===== src/rtl/sdram_arb_pkg.sv =====
// Shared types and defaults for the SDRAM port arbiter: owner encoding,
// arbiter FSM states, datapath widths and parameter defaults.
package sdram_arb_pkg;

  localparam int ADDR_W = 22;
  localparam int DATA_W = 8;
  localparam int DEBT_W = 3;

  localparam int REFRESH_INTERVAL_DEF = 390;
  localparam int REFRESH_URGENT_DEF   = 4;
  localparam int VIDEO_MAX_WAIT_DEF   = 16;

  // Refresh debt saturates here; one more interval wrap flags an overflow.
  localparam logic [DEBT_W-1:0] DEBT_MAX = 3'd7;

  typedef enum logic [1:0] {
    GRANT_NONE    = 2'd0,
    GRANT_BUS     = 2'd1,
    GRANT_VIDEO   = 2'd2,
    GRANT_REFRESH = 2'd3
  } grant_t;

  typedef enum logic [1:0] {
    ST_IDLE = 2'd0,
    ST_BUSY = 2'd1,
    ST_DONE = 2'd2
  } state_t;

endpackage


===== src/rtl/sdram_port_arbiter_if.sv =====
// Requester and SDRAM-controller signals of the arbiter, bundled.
// master: the arbiter's view (serves bus/video, drives the SDRAM controller).
// slave:  the surrounding system's view of the same wires.
interface sdram_port_arbiter_if;

  logic                              bus_req;
  logic                              bus_we;
  logic [sdram_arb_pkg::ADDR_W-1:0]  bus_address;
  logic [sdram_arb_pkg::DATA_W-1:0]  bus_wdata;
  logic [sdram_arb_pkg::DATA_W-1:0]  bus_rdata;
  logic                              bus_ack;

  logic                              video_req;
  logic [sdram_arb_pkg::ADDR_W-1:0]  video_address;
  logic [sdram_arb_pkg::DATA_W-1:0]  video_rdata;
  logic                              video_ack;

  logic                              mem_req;
  logic                              mem_we;
  logic                              mem_refresh;
  logic [sdram_arb_pkg::ADDR_W-1:0]  mem_address;
  logic [sdram_arb_pkg::DATA_W-1:0]  mem_wdata;
  logic [sdram_arb_pkg::DATA_W-1:0]  mem_rdata;
  logic                              mem_ack;

  modport master (
    input  bus_req, bus_we, bus_address, bus_wdata,
    output bus_rdata, bus_ack,
    input  video_req, video_address,
    output video_rdata, video_ack,
    output mem_req, mem_we, mem_refresh, mem_address, mem_wdata,
    input  mem_rdata, mem_ack
  );

  modport slave (
    output bus_req, bus_we, bus_address, bus_wdata,
    input  bus_rdata, bus_ack,
    output video_req, video_address,
    input  video_rdata, video_ack,
    input  mem_req, mem_we, mem_refresh, mem_address, mem_wdata,
    output mem_rdata, mem_ack
  );

endinterface


===== src/rtl/sdram_port_arbiter_refresh_scheduler.sv =====
// Refresh bookkeeping: a free-running interval counter adds one unit of
// refresh debt per interval, each completed refresh pays one back. Debt
// saturates at DEBT_MAX; a wrap while saturated sets a sticky overflow.
module refresh_scheduler
  import sdram_arb_pkg::*;
#(
  parameter int REFRESH_INTERVAL = REFRESH_INTERVAL_DEF
) (
  input  logic              clock,
  input  logic              reset,
  input  logic              refresh_done,
  output logic [DEBT_W-1:0] debt,
  output logic              overflow
);

  localparam int CNT_W = (REFRESH_INTERVAL > 1) ? $clog2(REFRESH_INTERVAL) : 1;
  localparam logic [CNT_W-1:0] CNT_LAST = CNT_W'(REFRESH_INTERVAL - 1);

  logic [CNT_W-1:0] interval_count;
  logic             wrap;

  assign wrap = (interval_count == CNT_LAST);

  // Interval counter: counts 0..REFRESH_INTERVAL-1 and wraps.
  always_ff @(posedge clock or posedge reset) begin
    if (reset) begin
      interval_count <= '0;
    end else if (wrap) begin
      interval_count <= '0;
    end else begin
      interval_count <= interval_count + CNT_W'(1);
    end
  end

  // Debt tracking: a wrap and a completion in the same cycle cancel out.
  always_ff @(posedge clock or posedge reset) begin
    if (reset) begin
      debt     <= '0;
      overflow <= 1'b0;
    end else begin
      case ({wrap, refresh_done})
        2'b10: begin
          if (debt == DEBT_MAX) begin
            overflow <= 1'b1;
          end else begin
            debt <= debt + DEBT_W'(1);
          end
        end
        2'b01: begin
          if (debt != '0) begin
            debt <= debt - DEBT_W'(1);
          end
        end
        default: begin
          debt <= debt;
        end
      endcase
    end
  end

endmodule


===== src/rtl/sdram_port_arbiter.sv =====
// Arbitrates CPU/DMA bus, video fetch and auto-refresh onto a single SDRAM
// controller request port. Strobes are captured into per-requester pending
// registers; a strobe arriving in an IDLE cycle can be granted the same cycle.
module sdram_port_arbiter
  import sdram_arb_pkg::*;
#(
  parameter int REFRESH_INTERVAL = REFRESH_INTERVAL_DEF,
  parameter int REFRESH_URGENT   = REFRESH_URGENT_DEF,
  parameter int VIDEO_MAX_WAIT   = VIDEO_MAX_WAIT_DEF
) (
  input  logic                 clock,
  input  logic                 reset,
  sdram_port_arbiter_if.master arb,
  output logic [1:0]           grant,
  output logic                 refresh_overflow
);

  localparam int AGE_W = $clog2(VIDEO_MAX_WAIT + 1);
  localparam logic [AGE_W-1:0]  AGE_MAX    = AGE_W'(VIDEO_MAX_WAIT);
  localparam logic [DEBT_W-1:0] DEBT_URGNT = DEBT_W'(REFRESH_URGENT);

  state_t state, state_next;
  grant_t owner, pick;

  // Pending means "captured and not yet completed", so it also covers the
  // time the requester is being served; a new strobe is then dropped.
  logic              bus_pend, bus_we_q;
  logic [ADDR_W-1:0] bus_address_q;
  logic [DATA_W-1:0] bus_wdata_q;
  logic              video_pend;
  logic [ADDR_W-1:0] video_address_q;
  logic [AGE_W-1:0]  video_age;

  logic              bus_take, bus_cand, bus_eff_we;
  logic [ADDR_W-1:0] bus_eff_address, video_eff_address;
  logic [DATA_W-1:0] bus_eff_wdata;
  logic              video_take, video_cand, video_aged, video_in_service;
  logic              decide, mem_done, refresh_done;
  logic [DEBT_W-1:0] debt;

  assign bus_take          = arb.bus_req && !bus_pend;
  assign bus_cand          = bus_pend || bus_take;
  assign bus_eff_we        = bus_pend ? bus_we_q      : arb.bus_we;
  assign bus_eff_address   = bus_pend ? bus_address_q : arb.bus_address;
  assign bus_eff_wdata     = bus_pend ? bus_wdata_q   : arb.bus_wdata;

  assign video_take        = arb.video_req && !video_pend;
  assign video_cand        = video_pend || video_take;
  assign video_eff_address = video_pend ? video_address_q : arb.video_address;
  assign video_aged        = video_pend && (video_age == AGE_MAX);
  assign video_in_service  = (state == ST_BUSY) && (owner == GRANT_VIDEO);

  assign decide       = (state == ST_IDLE) && (pick != GRANT_NONE);
  assign mem_done     = (state == ST_BUSY) && arb.mem_ack;
  assign refresh_done = mem_done && (owner == GRANT_REFRESH);

  assign grant = owner;

  refresh_scheduler #(
    .REFRESH_INTERVAL (REFRESH_INTERVAL)
  ) u_refresh (
    .clock        (clock),
    .reset        (reset),
    .refresh_done (refresh_done),
    .debt         (debt),
    .overflow     (refresh_overflow)
  );

  // Priority pick: urgent refresh > aged video > bus > video > due refresh.
  always_comb begin
    pick = GRANT_NONE;
    if (debt >= DEBT_URGNT) begin
      pick = GRANT_REFRESH;
    end else if (video_aged) begin
      pick = GRANT_VIDEO;
    end else if (bus_cand) begin
      pick = GRANT_BUS;
    end else if (video_cand) begin
      pick = GRANT_VIDEO;
    end else if (debt != '0) begin
      pick = GRANT_REFRESH;
    end else begin
      pick = GRANT_NONE;
    end
  end

  // FSM next state: IDLE leaves only with a candidate, BUSY waits for mem_ack.
  always_comb begin
    state_next = state;
    case (state)
      ST_IDLE: state_next = (pick != GRANT_NONE) ? ST_BUSY : ST_IDLE;
      ST_BUSY: state_next = arb.mem_ack ? ST_DONE : ST_BUSY;
      ST_DONE: state_next = ST_IDLE;
      default: state_next = ST_IDLE;
    endcase
  end

  // FSM state register.
  always_ff @(posedge clock or posedge reset) begin
    if (reset) begin
      state <= ST_IDLE;
    end else begin
      state <= state_next;
    end
  end

  // Pending capture for both requesters; cleared when their transfer is acked.
  always_ff @(posedge clock or posedge reset) begin
    if (reset) begin
      bus_pend        <= 1'b0;
      bus_we_q        <= 1'b0;
      bus_address_q   <= '0;
      bus_wdata_q     <= '0;
      video_pend      <= 1'b0;
      video_address_q <= '0;
    end else begin
      if (mem_done && (owner == GRANT_BUS)) begin
        bus_pend <= 1'b0;
      end else if (bus_take) begin
        bus_pend      <= 1'b1;
        bus_we_q      <= arb.bus_we;
        bus_address_q <= arb.bus_address;
        bus_wdata_q   <= arb.bus_wdata;
      end
      if (mem_done && (owner == GRANT_VIDEO)) begin
        video_pend <= 1'b0;
      end else if (video_take) begin
        video_pend      <= 1'b1;
        video_address_q <= arb.video_address;
      end
    end
  end

  // Video wait age: counts waiting cycles up to VIDEO_MAX_WAIT, cleared on grant.
  always_ff @(posedge clock or posedge reset) begin
    if (reset) begin
      video_age <= '0;
    end else if (decide && (pick == GRANT_VIDEO)) begin
      video_age <= '0;
    end else if (video_pend && !video_in_service && (video_age != AGE_MAX)) begin
      video_age <= video_age + AGE_W'(1);
    end
  end

  // Registered SDRAM request, owner, completion pulses and read data.
  always_ff @(posedge clock or posedge reset) begin
    if (reset) begin
      arb.mem_req     <= 1'b0;
      arb.mem_we      <= 1'b0;
      arb.mem_refresh <= 1'b0;
      arb.mem_address <= '0;
      arb.mem_wdata   <= '0;
      arb.bus_ack     <= 1'b0;
      arb.bus_rdata   <= '0;
      arb.video_ack   <= 1'b0;
      arb.video_rdata <= '0;
      owner           <= GRANT_NONE;
    end else begin
      arb.bus_ack   <= 1'b0;
      arb.video_ack <= 1'b0;
      case (state)
        ST_IDLE: begin
          owner <= pick;
          if (decide) begin
            arb.mem_req     <= 1'b1;
            arb.mem_refresh <= (pick == GRANT_REFRESH);
            case (pick)
              GRANT_BUS: begin
                arb.mem_we      <= bus_eff_we;
                arb.mem_address <= bus_eff_address;
                arb.mem_wdata   <= bus_eff_wdata;
              end
              GRANT_VIDEO: begin
                arb.mem_we      <= 1'b0;
                arb.mem_address <= video_eff_address;
                arb.mem_wdata   <= '0;
              end
              default: begin
                arb.mem_we      <= 1'b0;
                arb.mem_address <= '0;
                arb.mem_wdata   <= '0;
              end
            endcase
          end
        end
        ST_BUSY: begin
          if (arb.mem_ack) begin
            arb.mem_req <= 1'b0;
            case (owner)
              GRANT_BUS: begin
                arb.bus_ack <= 1'b1;
                if (!arb.mem_we) begin
                  arb.bus_rdata <= arb.mem_rdata;
                end
              end
              GRANT_VIDEO: begin
                arb.video_ack   <= 1'b1;
                arb.video_rdata <= arb.mem_rdata;
              end
              default: begin
                arb.bus_ack <= 1'b0;
              end
            endcase
          end
        end
        ST_DONE: begin
          owner <= GRANT_NONE;
        end
        default: begin
          owner <= GRANT_NONE;
        end
      endcase
    end
  end

endmodule


===== src/flat_wrapper.sv =====
// flat-port wrapper written by rule: the top's interface ports become plain ports
module sdram_port_arbiter_flat import sdram_arb_pkg::*;
#(
  parameter int REFRESH_INTERVAL = REFRESH_INTERVAL_DEF,
  parameter int REFRESH_URGENT   = REFRESH_URGENT_DEF,
  parameter int VIDEO_MAX_WAIT   = VIDEO_MAX_WAIT_DEF
)
  (clock, reset, grant, refresh_overflow, arb_bus_req, arb_bus_we, arb_bus_address, arb_bus_wdata, arb_bus_rdata, arb_bus_ack, arb_video_req, arb_video_address, arb_video_rdata, arb_video_ack, arb_mem_req, arb_mem_we, arb_mem_refresh, arb_mem_address, arb_mem_wdata, arb_mem_rdata, arb_mem_ack);
  sdram_port_arbiter_if arb_i ();
  input  logic clock;
  input  logic reset;
  output logic [1:0] grant;
  output logic refresh_overflow;
  input wire logic [$bits(arb_i.bus_req)-1:0] arb_bus_req;
  input wire logic [$bits(arb_i.bus_we)-1:0] arb_bus_we;
  input wire logic [$bits(arb_i.bus_address)-1:0] arb_bus_address;
  input wire logic [$bits(arb_i.bus_wdata)-1:0] arb_bus_wdata;
  output wire logic [$bits(arb_i.bus_rdata)-1:0] arb_bus_rdata;
  output wire logic [$bits(arb_i.bus_ack)-1:0] arb_bus_ack;
  input wire logic [$bits(arb_i.video_req)-1:0] arb_video_req;
  input wire logic [$bits(arb_i.video_address)-1:0] arb_video_address;
  output wire logic [$bits(arb_i.video_rdata)-1:0] arb_video_rdata;
  output wire logic [$bits(arb_i.video_ack)-1:0] arb_video_ack;
  output wire logic [$bits(arb_i.mem_req)-1:0] arb_mem_req;
  output wire logic [$bits(arb_i.mem_we)-1:0] arb_mem_we;
  output wire logic [$bits(arb_i.mem_refresh)-1:0] arb_mem_refresh;
  output wire logic [$bits(arb_i.mem_address)-1:0] arb_mem_address;
  output wire logic [$bits(arb_i.mem_wdata)-1:0] arb_mem_wdata;
  input wire logic [$bits(arb_i.mem_rdata)-1:0] arb_mem_rdata;
  input wire logic [$bits(arb_i.mem_ack)-1:0] arb_mem_ack;
  assign arb_i.bus_req = arb_bus_req;
  assign arb_i.bus_we = arb_bus_we;
  assign arb_i.bus_address = arb_bus_address;
  assign arb_i.bus_wdata = arb_bus_wdata;
  assign arb_bus_rdata = arb_i.bus_rdata;
  assign arb_bus_ack = arb_i.bus_ack;
  assign arb_i.video_req = arb_video_req;
  assign arb_i.video_address = arb_video_address;
  assign arb_video_rdata = arb_i.video_rdata;
  assign arb_video_ack = arb_i.video_ack;
  assign arb_mem_req = arb_i.mem_req;
  assign arb_mem_we = arb_i.mem_we;
  assign arb_mem_refresh = arb_i.mem_refresh;
  assign arb_mem_address = arb_i.mem_address;
  assign arb_mem_wdata = arb_i.mem_wdata;
  assign arb_i.mem_rdata = arb_mem_rdata;
  assign arb_i.mem_ack = arb_mem_ack;
  sdram_port_arbiter #(.REFRESH_INTERVAL(REFRESH_INTERVAL), .REFRESH_URGENT(REFRESH_URGENT), .VIDEO_MAX_WAIT(VIDEO_MAX_WAIT)) u_core (.clock(clock), .reset(reset), .arb(arb_i), .grant(grant), .refresh_overflow(refresh_overflow));
endmodule

===== config.mk =====
export PLATFORM = sky130hd
export DESIGN_NAME = sdram_port_arbiter_flat
export DESIGN_NICKNAME = d
export VERILOG_FILES = /design/src/rtl/sdram_arb_pkg.sv /design/src/rtl/sdram_port_arbiter_if.sv /design/src/rtl/sdram_port_arbiter_refresh_scheduler.sv /design/src/rtl/sdram_port_arbiter.sv /design/src/flat_wrapper.sv
export SDC_FILE = /design/constraint.sdc
export NUM_CORES = 1
export LEC_CHECK = 0
export ABC_AREA = 1
export CORE_UTILIZATION = 58
export CTS_BUF_LIST = sky130_fd_sc_hd__clkbuf_2
export CTS_CLUSTER_SIZE = 20
export DETAILED_ROUTE_END_ITERATION = 8
export GPL_TIMING_DRIVEN = 0
export HOLD_SLACK_MARGIN = 0.12
export PLACE_DENSITY_LB_ADDON = 0.25
export SYNTH_ARGS = -nofsm -noshare
export SYNTH_HDL_FRONTEND = slang
export SYNTH_SLANG_ARGS = --single-unit

===== constraint.sdc =====
create_clock -name clock -period 8.4 [get_ports clock]
set_input_delay 2.52 -clock clock [delete_from_list [all_inputs] [get_ports clock]]
set_output_delay 2.52 -clock clock [all_outputs]
set_load 0.005 [all_outputs]

* Word-level counts from Yosys, hierarchy flattened
Cells that the tools add are included.
Operators by class: reductions and logical operators 33, bitwise logic cells 3, order comparisons 1, equality and inequality tests 17, multiplexer cells 35, add/sub/neg operators 4
Operators by type and width (number):
- 22-bit two-way mux | 2
- 22-bit case mux with 2 select lines | 1
- 8-bit two-way mux | 2
- 1-bit two-way mux | 15
- 1-bit logical AND | 12
- 2-bit two-way mux | 6
- 2-bit nonzero test | 6
- 2-bit == test (second input constant) | 5
- 5-bit two-way mux | 2
- 9-bit by 1-bit adder with 9-bit output (second input constant) | 1
- 9-bit == test (second input constant) | 1
- 9-bit two-way mux | 1
- 3-bit AND reduction | 3
- 2-bit by 1-bit == test with 1-bit output (second input constant) | 4
- 2-bit case mux with 2 select lines | 2
- 2-bit AND reduction | 4
- 3-bit two-way mux | 2
- 3-bit case mux with 2 select lines | 1
- 5-bit by 1-bit adder with 5-bit output (second input constant) | 1
- 5-bit == test (second input constant) | 1
- 5-bit inequality test (second input constant) | 1
- 2-bit by 1-bit inequality test with 1-bit output (second input constant) | 2
- 2-bit inequality test (second input constant) | 2
- 4-bit AND reduction | 1
- other kinds (10) | 15
Word-level totals: output and inout bits 54, flip-flop bits (word level) 128, input port bits 66, logic and storage cells 114

* Logic depth before layout (Yosys ltp)
Gate-level depths: netlist of the first run.
word-level depth 11, mapped depth 13, gate-level depth less buffers 12

* Hierarchy
A second synthesis of the first run with hierarchy kept.
Unflattened totals: cells, all modules 761, area total of the unflattened synthesis 6276.0 µm²
Modules (own cells, without submodules):
- sdram_port_arbiter | cells an instance 654, seq. area each 2877.8 µm², area each 5464.0 µm², times used 1
- refresh_scheduler | cells an instance 107, seq. area each 325.3 µm², area each 812.0 µm², times used 1

* Least setup slack after synthesis of the first run
No wires, ideal clock.
path kind input port to flip-flop, start input arb_mem_ack, end register u_core.u_refresh.debt[2], cell stages on the path 8, setup time 79 ps, arrival time 3813 ps, slack 4508 ps, path buffers 0, required time 8321 ps, cell sequence inv_1 -> nor3_1 -> ha_1 -> inv_1 -> fa_1 -> xor2_1 -> nor2_1 -> xor2_1
Between the ends: longest elaborated chain between the ends 5, elaborated cells between the ends (all ways) 9, classes of those cells eq/ne: 4; mux: 1; reduce/logical: 4
Ends and longest elaborated chain:
- start, declared | line flat_wrapper.sv:30 | input wire logic [$bits(arb_i.mem_ack)-1:0] arb_mem_ack;
- 1-bit logical AND * | line sdram_port_arbiter.sv:54 | assign mem_done = (state == ST_BUSY) && arb.mem_ack;
- 1-bit logical AND * | line sdram_port_arbiter.sv:55 | assign refresh_done = mem_done && (owner == GRANT_REFRESH);
- 2-bit by 1-bit == test with 1-bit output / 2-bit == test (equally long branches) | line sdram_port_arbiter_refresh_scheduler.sv:41 | case ({wrap, refresh_done})
- 2-bit by 1-bit inequality test with 1-bit output (no source line), or another cell as far along
- 3-bit AND reduction (no source line)
- end signal, assigned | line sdram_port_arbiter_refresh_scheduler.sv:46 | debt <= debt + DEBT_W'(1);
- end signal, assigned | line sdram_port_arbiter_refresh_scheduler.sv:51 | debt <= debt - DEBT_W'(1);
- end signal, assigned | line sdram_port_arbiter_refresh_scheduler.sv:55 | debt <= debt;
- end, declared | line sdram_port_arbiter_refresh_scheduler.sv:12 | output logic [DEBT_W-1:0] debt,
Mark *: on every way between the ends. The rest lies on a longest branch, timed or not. A chain may end at the register's enable or synchronous reset.

* Worst setup path after layout of the first run
start register u_core.owner[0], in the netlist u_core.grant[0], end output grant[0]
RTL lines:
- start, declared | line sdram_port_arbiter.sv:23 | grant_t owner, pick;
- start signal, assigned | line sdram_port_arbiter.sv:163 | owner <= pick;
- end, declared | line flat_wrapper.sv:12 | output logic [1:0] grant;
No word-level cell between the ends.

==> results.md, run 1 <==
* Status: complete, no violations
* Post-Synthesis Net Count at 834
* Reg clk slew, reported paths at 0.19 ns
* Post-CTS Hold Buffers at 0
* Worst EP arrival at 1.67 ns
* Avg WL per Cell at 14.68 µm
* Critical path endpoint category: primary output
* Worst r2r src: u_core.u_refresh.interval_count[1]
* Setup Fix Bufs, Post-CTS at 0
* Beginning of the critical path: u_core.grant[0]
* Period utilisation layout at 0.4988
* Lkg Pwr at 3.917 nW
* Ys async rst share at 1.000
* Power Dens Cells at 319.6 nW/µm²
* Initial core utilization at 0.5976
* Worst reg2reg path depth at 11
* HP Class: register to register
* Peak Freq at 238.7 MHz
* Stages on worst setup path at 1
* IO Pins at 120
* Top Family by Delay on Critical Path: buffers and inverters
* Vias/cell at 5.347
* Overall power at 2.485 mW
* Seq/Total Area, Yosys at 0.5215
* Avg Synthesized Cell Area at 8.071 µm²
* Register area at 3203 µm²
* Worst vdd ir at 0.1968 mV
* Die Area at 11,010 µm²
* Vias in the first global route at 5,317
* H-tree depth at 4
* R2r endpoint: u_core.u_refresh.debt[2]
* CORE AREA at 10,280 µm²
* Max-Cap Viols at 0
* Worst clock skew at 0.02220 ns
* # DRC at 0
* Layout area overhead at 26.58%
* DRT iter0 DRCs at 485
* Crit-path cells: clkdlybuf4s50_1
* Initial antenna violation count at 1
* Die width at 104.9 µm
* Largest net degree at the start of global routing at 68
* Cell count after synthesis at 761
* Flop-to-flop setup slack at 5.95 ns
* Total gr overflow at 0
* Nets at 973
* Worst Setup Path Type: register to primary output
* Routability Congestion at 0.8774
* Mapped Area at 6142 µm²
* Ys Warns at 0
* Slowest stage delay, CP at 0.54 ns
* WL final at 15,400 µm
* Vias at 5,609
* CTS root buffer: clkbuf_2
* Fill count at 778
* Fin crit period at 4.190 ns
* Worst-skew pair later-pin latency at 0.68 ns
* Buf/Inv on CP at 1
* Multi-input gate area at 2431 µm²
* Number of flops mapped to enable cells by yosys at 0
* Port buffer count at 119
* Fin Setup TNS at 0 ns
* CTS Buffer Depth at 2
* Pin slew with the least headroom to its limit at 0.5984 ns
* Synth cell types at 35
* Final HPWL DP at 11,330 µm
* Final slew viol count at 0
* Slew HR at 0.5978
* TritonRoute pass-1 iters at 7
* Share of layout cells above drive strength 1 at 0.08333
* Synth Register Bits at 128
* CTS tree: built
* GRT Overall Usage at 0.2946
* Crit-path max FO at 4
* Unrepaired setup endpoints after global routing: false
* FP Rows at 37
* Setup crit start kind: register
* Most common cell after layout, fill and taps aside: nand2_1
* Resize count post-CTS at 0
* ANT nets after route at 0
* Top_reg_cell synth: dfrtp_1
* Final hold vios at 0
* First-pass GRT wire length at 25,330 µm
* CP max stage cell: clkdlybuf4s50_1
* Critical Path RT at 5.88 ns
* Setup crit end: grant[0]
* Most frequent cells in the layout: nand2_1 (272), dfrtp_1 (128), clkdlybuf4s50_1 (119)
* DIE HEIGHT at 104.9 µm
* # clock sinks at 128
* Total CTS buffers at 17
* Setup violators final at 0
==> metrics by stage <==
step / hold WS, ns / setup WS [ns] / utilization / cell area (µm²) / cells
floorplan: 0.4581 / 2.467 / - / 6142 / 761
global placement: 0.4460 / 0.7746 / 0.7301 / 7503 / 1016
detailed placement: 0.4540 / 3.821 / 0.7333 / 7536 / 1017
CTS: 0.4931 / 4.191 / 0.7563 / 7772 / 1048
global route: 0.5151 / 4.127 / 0.7565 / 7775 / 1049
finish: 0.4907 / 4.210 / 0.7565 / 7775 / 1049
==> area by class of cell <==
type	instances	share of cell area
diodes	1	0.0003219
plain buffers	36	0.02317
clock buffers	18	0.01159
clock inverters	13	0.01883
inverters	86	0.04281
multi-input cells	511	0.3127
flip-flops and latches	128	0.4120
well taps	136	0.02189
repair buffers	120	0.1567
==> Yosys cell counts (3+ instances only) <==
cell        n  area, µm²
buf_2      18      90.09
nand4_1    35      219.0
dfrtp_1   128       3203
nand2_4     3      33.78
xor2_1      6      52.55
nand2_1   272       1021
nor2_2      5      31.28
nor3_1      4      20.02
nand3_1    19      95.09
nor2_1     22      82.58
inv_2       5      18.77
o21ai_0    59      295.3
inv_1      78      292.8
ha_1        6      75.07
o21ai_1    62      310.3
clkbuf_1   12      45.04
==> state kept, by name, summed over array words and instances (netlist names), 2 cells and up <==
name,count
u_core.state,2
u_core.grant,2
u_core.u_refresh.interval_count,9
u_core.arb.video_rdata,8
u_core.arb.mem_wdata,8
u_core.arb.mem_address,22
u_core.u_refresh.debt,3
u_core.video_address_q,22
u_core.bus_address_q,22
u_core.arb.bus_rdata,8
u_core.video_age,5
u_core.bus_wdata_q,8
==> power by group <==
group | total [mW] | internal [mW] | switching, mW
logic | 1.11 | 0.469 | 0.641
registers | 0.987 | 0.845 | 0.142
clock network | 0.387 | 0.160 | 0.227
total | 2.48 | 1.47 | 1.01
==> logic make-up after synthesis <==
logic type                 Yosys count  synth area share
buffers and inverters              122           0.08270
adders and majority gates            7           0.01548
xor gates and xnor gates             8           0.01141
DFF                                128            0.5215
AOI/OAI and AO/OA                  125            0.1025
and+or+nand+nor                    371            0.2665
==> layer usage <==
metal,GRT usage,wire (µm),part of all wire,vias to the layer above
met5,0,0,0,-
met4,0.08350,208,0.014,0
met3,0.07236,1135,0.074,21
met2,0.4716,7320,0.48,233
met1,0.4018,6733,0.44,2649
li1,-,-,-,2706
==> worst register-to-register path: stages, from the launching register on <==
cell	delay, ns
dfrtp_1	0.44
inv_1	0.06
ha_1	0.13
inv_1	0.05
nor4_2	0.57
inv_1	0.10
ha_1	0.24
inv_1	0.10
fa_1	0.19
xor2_1	0.19
nor2_1	0.09
xor2_1	0.16
==> worst min path at each step <==
stage | startpoint | endpoint | cells after the start
floorplan | u_core.u_refresh.overflow | u_core.u_refresh.overflow | 2
CTS | u_core.u_refresh.overflow | u_core.u_refresh.overflow | 2
global route | u_core.u_refresh.overflow | u_core.u_refresh.overflow | 2
finish | u_core.u_refresh.overflow | u_core.u_refresh.overflow | 2
global placement | u_core.u_refresh.overflow | u_core.u_refresh.overflow | 2
detailed placement | u_core.u_refresh.overflow | u_core.u_refresh.overflow | 2
Note: power is estimated with default switching activity, not from simulation.
==> run 2: changes to the inputs <==
Settings changed: CORE_UTILIZATION 58 to 54.
Clock period 8.4 ns to 3.9 ns, I/O delays scaled along.
==> run 2 against run 1 <==
Global-route usage shrank 2.0 points. Combinational power grew 110%. Sequential power grew 110%. Setup slack lost 3.1 ns. Via count shrank 1.5%. Clock power grew 90%. Clock skew grew 0.0071 ns. Critical path depth is the same. Worst hold slack lost 0.0016 ns. Routed wire length shrank 1.1%. Total power grew 110%. Largest cell class unchanged. Largest power group unchanged.
==> results.md, run 2 (same netlist as run 1, synthesis figures left out) <==
* # DRC at 0
* Vias/cell at 5.242
* Largest regs: u_core.arb.mem_address (22), u_core.bus_address_q (22), u_core.video_address_q (22)
* Critical Path RT at 2.73 ns
* CP max stage cell: clkdlybuf4s50_1
* Status: complete, no violations
* Final HPWL DP at 11,400 µm
* CTS root buffer: clkbuf_2
* M1 WL at 6960 µm
* Crit-path max FO at 4
* Comb pwr share at 0.454
* Final hold vios at 0
* Fin crit period at 2.793 ns
* Buf/Inv on CP at 1
* Top Family by Delay on Critical Path: buffers and inverters
* Post-CTS Hold Buffers at 0
* Wire length on met3 at 882 µm
* Vias in the first global route at 5,221
* Most frequent cells in the layout: nand2_1 (272), dfrtp_1 (128), clkdlybuf4s50_1 (119)
* Routability Congestion at 0.8062
* Fill count at 890
* Setup crit start kind: register
* Slew HR at 0.5883
* Worst setup margin at 1.107 ns
* HP Class: register to register
* TritonRoute pass-1 iters at 5
* Max Used Layer: met4
* Resize count post-CTS at 0
* Total CTS buffers at 17
* Die width at 108.7 µm
* Period utilisation layout at 0.7161
* DRT iter0 DRCs at 375
* Setup violators final at 0
* Final slew viol count at 0
* IO Pins at 120
* Unrepaired setup endpoints after global routing: false
* Crit-path cells: clkdlybuf4s50_1
* Worst clock skew at 0.02928 ns
* Critical path endpoint category: primary output
* Total gr overflow at 0
* Largest net degree at the start of global routing at 43
* Max-Cap Viols at 0
* Worst-skew pair later-pin latency at 0.67 ns
* Avg WL per Cell at 14.45 µm
* Slowest stage delay, CP at 0.53 ns
* Fin Setup TNS at 0 ns
* Final instance area at 7767 µm²
* Worst EP arrival at 1.62 ns
* Die Area at 11,800 µm²
* Nets at 975
* GRT Overall Usage at 0.2744
* Layout area overhead at 26.46%
* Worst Setup Path Type: register to primary output
* # clock sinks at 128
* Part of the power in registers at 0.405
* Met2 WL at 7161 µm
* Pre-CTS setup slack at 0.6592 ns
* Port buffer count at 119
* Share of layout cells above drive strength 1 at 0.07987
* CTS tree: built
* Pin slew with the least headroom to its limit at 0.6125 ns
* Peak Freq at 358.1 MHz
* Layout Utilization at 0.7072
* Sw Ratio at 0.4064
* DP Area at 7572 µm²
* Reg clk slew, reported paths at 0.16 ns
* ANT nets after route at 0
* Vias at 5,525
* Lkg Pwr at 3.922 nW
* FP Rows at 38
* WL final at 15,230 µm
* Initial antenna violation count at 0
* H-tree depth at 4
* Most common cell after layout, fill and taps aside: nand2_1
* Hold Slack at 0.4891 ns
* Clock share of power at 0.140
* First-pass GRT wire length at 24,670 µm
* CORE AREA at 10,980 µm²
* Worst vdd ir at 0.3357 mV
* Power Internal at 3.110 mW
* Power Dens Cells at 674.6 nW/µm²
* Setup Fix Bufs, Post-CTS at 0
* Psw at 2.130 mW
* ANT cells at 0
* CTS Buffer Depth at 2
* Initial core utilization at 0.5592
* DIE HEIGHT at 108.7 µm
## run 2: cell types whose count changed in the layout (fill, tap and decap cells not counted), sizes merged
cell      before  now
clkinv         7   11
clkinvlp       4    1
buf           25   27
bufinv         3    2
clkbuf        30   31
diode          1    0
inv           85   84
## run 2: routing by layer
| layer | vias to the layer above | track usage |
|---|---|---|
| li1 | 2720 | - |
| met1 | 2604 | 0.3779 |
| met2 | 184 | 0.4290 |
| met3 | 17 | 0.06814 |
| met4 | 0 | 0.08591 |
| met5 | - | 0 |
## run 2: stage by stage
| step | total power, mW | instances |
|---|---|---|
| after floorplan | 3.594 | 761 |
| after global placement | 4.380 | 1020 |
| after detailed placement | 4.519 | 1023 |
| after CTS | 5.258 | 1054 |
| after global routing | 5.657 | 1054 |
| final | 5.240 | 1054 |
## run 2: layout make-up
cell class | instances | area (µm²) | area share
multi-input cells | 511 | 2431 | 0.3130
clock inverters | 12 | 100.1 | 0.01289
plain buffers | 36 | 180.2 | 0.02320
clock buffers | 19 | 95.09 | 0.01224
well taps | 140 | 175.2 | 0.02255
flip-flops and latches | 128 | 3203 | 0.4124
inverters | 86 | 331.6 | 0.04269
repair buffers | 122 | 1251 | 0.1611
## run 2: worst paths after layout
| kind | start | to | slack (ns) | cells past startpoint |
|---|---|---|---|---|
| setup reg to reg | u_core.u_refresh.interval_count[1] | u_core.u_refresh.debt[2] | 1.52 | 11 |
| min in group asynchronous | reset | u_core.video_address_q[8] | 0.81 | 2 |
| hold / removal | u_core.u_refresh.overflow | u_core.u_refresh.overflow | 0.49 | 2 |
| setup / recovery | u_core.grant[0] | grant[0] | 1.11 | 1 |
| hold reg to reg | u_core.u_refresh.overflow | u_core.u_refresh.overflow | 0.49 | 2 |
| max in group asynchronous | reset | u_core.arb.video_rdata[3] | 2.27 | 4 |
## run 2: power by group through the flow
stage / Clock (mW) / Combinational, mW / Sequential, mW
after floorplan: 0 / 1.50 / 2.10
after global placement: 0 / 2.26 / 2.12
after detailed placement: 0 / 2.38 / 2.14
after CTS: 0.754 / 2.39 / 2.12
after global routing: 0.810 / 2.67 / 2.18
final: 0.734 / 2.38 / 2.12
## run 2: tightest hold or removal path, stage by stage, from the launching register on
cell and delay, ns:
dfrtp_1 0.38, inv_1 0.04, nand2_1 0.05
==> run 3: changes to the inputs <==
Clock period 3.9 ns to 2.91 ns, I/O delays scaled along.
==> results of run 3 <==
Same layout as run 2 (identical final DEF). Status: complete, no violations.
Main changes from that run: setup slack after placement 0.6592 ns -> -0.03378 ns; setup slack after layout 1.107 ns -> 0.4143 ns; register-to-register setup slack 1.52 ns -> 0.53 ns; total power 5.240 mW -> 7.022 mW; worst IR drop on VDD 0.3357 mV -> 0.4499 mV
